<file path="config.mk">
export PLATFORM = sky130hd
export DESIGN_NAME = pc_gen_flat
export DESIGN_NICKNAME = d
export VERILOG_FILES = /design/src/rtl/pc_gen_pkg.sv /design/src/rtl/pc_gen_if.sv /design/src/rtl/pc_gen_next_sel.sv /design/src/rtl/pc_gen.sv /design/src/flat_wrapper.sv
export SDC_FILE = /design/constraint.sdc
export NUM_CORES = 1
export LEC_CHECK = 0
export ABC_AREA = 1
export BUFFER_PORTS_ARGS = -buffer_cell sky130_fd_sc_hd__buf_2
export CAP_MARGIN = 20
export CORE_MARGIN = 2
export CORE_UTILIZATION = 56
export DETAILED_ROUTE_END_ITERATION = 12
export GPL_ROUTABILITY_DRIVEN = 0
export PLACE_DENSITY = 0.86
export REMOVE_ABC_BUFFERS = 1
export SYNTH_ARGS = -nofsm -noshare
export SYNTH_HDL_FRONTEND = slang
export SYNTH_SLANG_ARGS = --single-unit
</file>
<file path="constraint.sdc">
create_clock -name pc_clk -period 4.2 [get_ports pc_clk]
set_input_delay 0.42 -clock pc_clk [delete_from_list [all_inputs] [get_ports pc_clk]]
set_output_delay 0.42 -clock pc_clk [all_outputs]
set_load 0.1 [all_outputs]
</file>
<file path="src/rtl/pc_gen_pkg.sv">
// Shared types and constants for the program-counter generator.
// Optional misaligned-redirect checking in pc_gen is enabled by PC_GEN_MISALIGN_CHK_EN.
package pc_gen_pkg;

    typedef enum logic [1:0] {
        BOOT = 2'd0,
        REQ  = 2'd1,
        HOLD = 2'd2
    } pc_state_e;

    localparam logic [31:0] PC_DEF_RESET_VEC = 32'h0000_0000;
    localparam logic [31:0] PC_DEF_EXC_VEC   = 32'h0000_0180;

    // INSN_BYTES is a power of two, so the low-bit mask is simply INSN_BYTES-1.
    function automatic logic [63:0] align_mask(input int unsigned insn_bytes);
        return 64'(insn_bytes) - 64'd1;
    endfunction

endpackage

</file>
<file path="src/rtl/pc_gen_if.sv">
// Instruction-fetch request/acknowledge bus between pc_gen and instruction memory.
interface pc_gen_if #(
    parameter int ADDR_W = 32
);
    logic              fetch_req;
    logic [ADDR_W-1:0] fetch_addr;
    logic              fetch_ack;

    modport master (output fetch_req, output fetch_addr, input fetch_ack);
    modport slave  (input fetch_req, input fetch_addr, output fetch_ack);
endinterface

</file>
<file path="src/rtl/pc_gen_next_sel.sv">
// Next-PC selector: exception > redirect > pending target > increment > hold.
module pc_next_sel #(
    parameter int          ADDR_W     = 32,
    parameter int unsigned INSN_BYTES = 4,
    parameter logic [31:0] EXC_VEC    = 32'h0000_0180
) (
    input  logic [ADDR_W-1:0] pc_i,
    input  logic              exc_i,
    input  logic              redir_i,
    input  logic [ADDR_W-1:0] target_i,
    input  logic              pend_v_i,
    input  logic [ADDR_W-1:0] pend_tgt_i,
    input  logic              adv_i,
    output logic [ADDR_W-1:0] next_pc_o
);
    localparam logic [ADDR_W-1:0] EXC_PC = ADDR_W'(EXC_VEC);
    localparam logic [ADDR_W-1:0] STEP   = ADDR_W'(INSN_BYTES);

    always_comb begin
        next_pc_o = pc_i;
        if (exc_i) begin
            next_pc_o = EXC_PC;
        end else if (redir_i) begin
            next_pc_o = target_i;
        end else if (pend_v_i) begin
            next_pc_o = pend_tgt_i;
        end else if (adv_i) begin
            next_pc_o = pc_i + STEP;
        end
    end

endmodule

</file>
<file path="src/rtl/pc_gen.sv">
// Program-counter generator issuing req/ack fetches with stall, redirect and exception handling.
// Define PC_GEN_MISALIGN_CHK_EN to turn misaligned redirect targets into exceptions.
module pc_gen
    import pc_gen_pkg::*;
#(
    parameter int          ADDR_W     = 32,
    parameter int unsigned INSN_BYTES = 4,
    parameter logic [31:0] RESET_VEC  = PC_DEF_RESET_VEC,
    parameter logic [31:0] EXC_VEC    = PC_DEF_EXC_VEC
) (
    input  logic              pc_clk,
    input  logic              rst_n,
    input  logic              stall_i,
    input  logic              redir_valid_i,
    input  logic [ADDR_W-1:0] redir_target_i,
    input  logic              exc_valid_i,
    pc_gen_if.master          fetch,
    output logic [ADDR_W-1:0] pc_o,
    output logic [ADDR_W-1:0] link_o,
    output logic              misalign_o
);
    localparam logic [ADDR_W-1:0] RESET_PC = ADDR_W'(RESET_VEC);
    localparam logic [ADDR_W-1:0] EXC_PC   = ADDR_W'(EXC_VEC);
    localparam logic [ADDR_W-1:0] ALIGN_M  = ADDR_W'(align_mask(INSN_BYTES));
    localparam logic [ADDR_W-1:0] STEP     = ADDR_W'(INSN_BYTES);

    pc_state_e         state_q, state_d;
    logic [ADDR_W-1:0] pc_q, pc_d;
    logic              pend_v_q, pend_v_d;
    logic              pend_exc_q, pend_exc_d;
    logic [ADDR_W-1:0] pend_tgt_q, pend_tgt_d;
    logic              req_q, req_d;

    logic              eff_exc;
    logic              eff_redir;
    logic [ADDR_W-1:0] eff_target;
    logic              in_req;
    logic              ack;
    logic [ADDR_W-1:0] sel_pc;

`ifdef PC_GEN_MISALIGN_CHK_EN
    logic mis;
    assign mis        = redir_valid_i & (|(redir_target_i & ALIGN_M));
    assign eff_exc    = exc_valid_i | mis;
    assign eff_redir  = redir_valid_i & ~mis;
    assign eff_target = redir_target_i;
    assign misalign_o = rst_n & mis;
`else
    assign eff_exc    = exc_valid_i;
    assign eff_redir  = redir_valid_i;
    assign eff_target = redir_target_i & ~ALIGN_M;
    assign misalign_o = 1'b0;
`endif

    assign in_req = (state_q == REQ);
    assign ack    = in_req & fetch.fetch_ack;

    // Pending target only exists while a request is outstanding, so gate it to REQ.
    pc_next_sel #(
        .ADDR_W     (ADDR_W),
        .INSN_BYTES (INSN_BYTES),
        .EXC_VEC    (EXC_VEC)
    ) u_next_sel (
        .pc_i       (pc_q),
        .exc_i      (eff_exc),
        .redir_i    (eff_redir),
        .target_i   (eff_target),
        .pend_v_i   (pend_v_q & in_req),
        .pend_tgt_i (pend_tgt_q),
        .adv_i      (in_req),
        .next_pc_o  (sel_pc)
    );

    always_comb begin
        state_d    = state_q;
        pc_d       = pc_q;
        pend_v_d   = pend_v_q;
        pend_exc_d = pend_exc_q;
        pend_tgt_d = pend_tgt_q;
        unique case (state_q)
            BOOT, HOLD: begin
                pc_d    = sel_pc;
                state_d = stall_i ? HOLD : REQ;
            end
            REQ: begin
                if (ack) begin
                    pc_d       = sel_pc;
                    pend_v_d   = 1'b0;
                    pend_exc_d = 1'b0;
                    state_d    = stall_i ? HOLD : REQ;
                end else if (eff_exc) begin
                    pend_tgt_d = EXC_PC;
                    pend_exc_d = 1'b1;
                    pend_v_d   = 1'b1;
                end else if (eff_redir && !pend_exc_q) begin
                    // A later redirect replaces an earlier one; a pending exception is sticky.
                    pend_tgt_d = eff_target;
                    pend_v_d   = 1'b1;
                end
            end
            default: begin
                state_d = BOOT;
            end
        endcase
        req_d = (state_d == REQ);
    end

    always_ff @(posedge pc_clk or negedge rst_n) begin
        if (!rst_n) begin
            state_q    <= BOOT;
            pc_q       <= RESET_PC;
            pend_v_q   <= 1'b0;
            pend_exc_q <= 1'b0;
            pend_tgt_q <= '0;
            req_q      <= 1'b0;
        end else begin
            state_q    <= state_d;
            pc_q       <= pc_d;
            pend_v_q   <= pend_v_d;
            pend_exc_q <= pend_exc_d;
            pend_tgt_q <= pend_tgt_d;
            req_q      <= req_d;
        end
    end

    assign fetch.fetch_req  = req_q;
    assign fetch.fetch_addr = pc_q;
    assign pc_o             = pc_q;
    assign link_o           = pc_q + STEP;

endmodule

</file>
<file path="src/flat_wrapper.sv">
// flat-port wrapper written by rule: the top's interface ports become plain ports
module pc_gen_flat import pc_gen_pkg::*;
#(
    parameter int          ADDR_W     = 32,
    parameter int unsigned INSN_BYTES = 4,
    parameter logic [31:0] RESET_VEC  = PC_DEF_RESET_VEC,
    parameter logic [31:0] EXC_VEC    = PC_DEF_EXC_VEC
)
  (pc_clk, rst_n, stall_i, redir_valid_i, redir_target_i, exc_valid_i, pc_o, link_o, misalign_o, fetch_fetch_req, fetch_fetch_addr, fetch_fetch_ack);
  pc_gen_if #(.ADDR_W(ADDR_W)) fetch_i ();
  input  logic pc_clk;
  input  logic rst_n;
  input  logic stall_i;
  input  logic redir_valid_i;
  input  logic [ADDR_W-1:0] redir_target_i;
  input  logic exc_valid_i;
  output logic [ADDR_W-1:0] pc_o;
  output logic [ADDR_W-1:0] link_o;
  output logic misalign_o;
  output wire logic [$bits(fetch_i.fetch_req)-1:0] fetch_fetch_req;
  output wire logic [$bits(fetch_i.fetch_addr)-1:0] fetch_fetch_addr;
  input wire logic [$bits(fetch_i.fetch_ack)-1:0] fetch_fetch_ack;
  assign fetch_fetch_req = fetch_i.fetch_req;
  assign fetch_fetch_addr = fetch_i.fetch_addr;
  assign fetch_i.fetch_ack = fetch_fetch_ack;
  pc_gen #(.ADDR_W(ADDR_W), .INSN_BYTES(INSN_BYTES), .RESET_VEC(RESET_VEC), .EXC_VEC(EXC_VEC)) u_core (.pc_clk(pc_clk), .rst_n(rst_n), .stall_i(stall_i), .redir_valid_i(redir_valid_i), .redir_target_i(redir_target_i), .exc_valid_i(exc_valid_i), .fetch(fetch_i), .pc_o(pc_o), .link_o(link_o), .misalign_o(misalign_o));
endmodule
</file>
==> flow_metrics.env <==
export IMPL_status="complete, no violations"
export IMPL_post_drt_via_cell_ratio=5.32
export IMPL_die_h_um=92.3
export IMPL_cts_resized=0
export IMPL_path_class="register to output port"
export IMPL_overflow=0
export IMPL_setup_violations=0
export IMPL_start_util_pct=57.1
export IMPL_min_period_ns=2.74
export IMPL_diodes=0
export IMPL_maxSlewViolCount=0
export IMPL_core_um2=7650
export IMPL_routed_wl_um=11700
export IMPL_areaGrowthSynthToFinish_pct=14.4
export IMPL_ant_nets=0
export IMPL_cts_tree="yes"
export IMPL_synth_area_top_cells="dfrtp_1, nand2_1, nand3_1"
export IMPL_final_hold_violation_count=0
export IMPL_tightest_slew_ns=0.929
export IMPL_wire_per_inst_um=14.0
export IMPL_drive_gt1_share_pct=23.6
export IMPL_clock_path_buffers=2
export IMPL_grt_pass1_wl_um=19300
export IMPL_fp_row_count=32
export IMPL_stdcell_count=836
export IMPL_cap_viol_max_count=0
export IMPL_synth_cells=644
export IMPL_drc=0
export IMPL_firstDrtPassIters=5
export IMPL_worstPathRequired_ns=3.78
export IMPL_final_fill_count=707
export IMPL_fin_area_um2=5000
export IMPL_io_buffer_count=126
export IMPL_vias=4450
export IMPL_io_pins=136
export IMPL_path_clk_slew_ns=0.08
export IMPL_cts_sinks=65
export IMPL_grt_use_total_pct=28.3
export IMPL_final_util_pct=65.4
export IMPL_cp_common_cell="nor2_2"
export IMPL_synthMostInstantiatedCell="nand2_1"
export IMPL_fin_crit_sh_pct=65.3
export IMPL_synth_area_per_cell_um2=6.78
export IMPL_crit_chain="ha_1 -> nand2_1 -> nor2_2 -> inv_1 -> nor2_2 -> xor2_1 -> buf_2"
export IMPL_cts_root_buf="clkbuf_8"
export IMPL_antenna_found_initial=0
export IMPL_start_kind="register"
export IMPL_synth_seq_cells=65
export IMPL_synth_distinct_cells=32
export IMPL_numCtsBuffers=9
export IMPL_dpl_cell_count=820
export IMPL_rsz0062_at_grt="false"
export IMPL_ys_flop_type="dfrtp_1"
export IMPL_synthesis_area_um2=4370
export IMPL_r2r_start="u_core.state_q[0]"
export IMPL_max_stage_delay_ns=0.48
export IMPL_dieArea_um2=8520
export IMPL_cts_hold_buf=0
export IMPL_holdCritPathClass="input pin to asynchronous set/reset pin"
export IMPL_grt_max_degree=39
export IMPL_synth_top_cell_by_area="dfrtp_1"
export IMPL_fmax_mhz=364
export IMPL_clk_latency_ns=0.34
export IMPL_postPlaceCellArea_um2=4780
export IMPL_ys_warn_count=0
export IMPL_htreeDepth=3
export IMPL_finClkSkew_ns=0.00842
export IMPL_synth_edff_count=0
export IMPL_crit_start="u_core.fetch.fetch_addr[2]"
export IMPL_cp_max_fo=5
export IMPL_synth_commonest_cells="nand2_1, dfrtp_1, nand3_1, inv_1, nor2_1"
export IMPL_cp_arrival_ns=2.32
export IMPL_slowest_stage="buf_2"
export IMPL_end_kind="output port"
export IMPL_cts_setup_buffers=0
export IMPL_ys_async_sr_fraction_pct=100
export IMPL_final_nets=768
export IMPL_ys_seq_area_share_pct=37.2
export IMPL_netlist_area_leader_share_pct=37.2
export IMPL_first_global_vias=4175
export IMPL_dr_first_iter_drc_count=289
export IMPL_dp_hpwl_um=8200
export IMPL_relSlewSlack_pct=37.6
export IMPL_die_w_um=92.3
-- final timing paths --
path / to / slack (ns) / depth (start not counted)
min: u_core.fetch.fetch_addr[20] / 0.10 / 1
max: link_o[14] / 1.46 / 7
min reg2reg: u_core.pend_tgt_q[16] / 0.52 / 2
max in group asynchronous: u_core.pend_exc_q / 3.15 / 2
min in group pc_clk: u_core.pend_tgt_q[3] / 0.31 / 3
max reg2reg: u_core.fetch.fetch_addr[14] / 2.21 / 8
-- state kept, by name, summed over array words and instances, names as in the netlist --
name,count
u_core.fetch.fetch_addr,30
u_core.pend_tgt_q,30
u_core.state_q,2
u_core.fetch.fetch_req,1
u_core.pend_v_q,1
u_core.pend_exc_q,1
-- cell type report --
type | count | area, um2 | area share (%)
well taps | 102 | 128 | 2.55
clock inverters | 7 | 95.1 | 1.90
repair buffers | 130 | 661 | 13.2
flip-flops and latches | 65 | 1630 | 32.5
multi-input cells | 467 | 2160 | 43.1
inverters | 56 | 210 | 4.20
clock buffers | 9 | 124 | 2.48
-- cell families (layout without fill, tap and decap cells) --
family / count (synthesis) / count (layout) / synth area share (%)
compound gates: 81 / 81 / 9.82
simple gates: 365 / 365 / 35.5
buf+inv: 118 / 202 / 13.9
other cells: 1 / 7 / 0.0858
xor+xnor: 13 / 13 / 3.12
fa+ha+maj: 1 / 1 / 0.286
flops: 65 / 65 / 37.2
-- per-layer routing --
metal | global-route usage (%) | vias to the layer above | part of all wire, %
li1 | - | 2144 | -
met1 | 36.5 | 2074 | 40
met2 | 47.5 | 210 | 49
met3 | 4.07 | 22 | 7.7
met4 | 12.2 | 0 | 2.5
met5 | 0 | - | 0
-- stage by stage --
step | hold slack, ns | setup WS [ns] | setup TNS (ns)
floorplan | 0.124 | -0.875 | -10.72
global placement | 0.484 | 1.40 | 0
detailed placement | 0.494 | 1.34 | 0
CTS | 0.122 | 1.49 | 0
global route | 0.154 | 1.21 | 0
finish | 0.103 | 1.46 | 0
-- critical path, delay by kind of cell (launching register included) --
family,cells,cell delay (ns)
XOR/XNOR,1,0.27
buffers and inverters,2,0.58
flip-flops,1,0.42
adder cells (fa/ha/maj),1,0.18
AND/OR/NAND/NOR,3,0.52
-- placed cells by master (no fill, tap or decap), types with 3 or more instances in the layout --
cell type	instances
o211ai_1	3
dfrtp_1	65
nor2_1	48
xnor2_1	4
inv_2	5
conb_1	7
clkbuf_8	9
xor2_2	3
nand2_2	4
nand2_1	234
xor2_1	6
nand3_1	61
buf_2	126
and2_1	3
o21ai_0	45
a21oi_1	23
inv_1	51
o21ai_1	3
nor2_4	7
buf_4	4
nor2_2	5
Power is not shown: default switching activity piles up to over one toggle a cycle in this logic, so the estimate is an artifact.
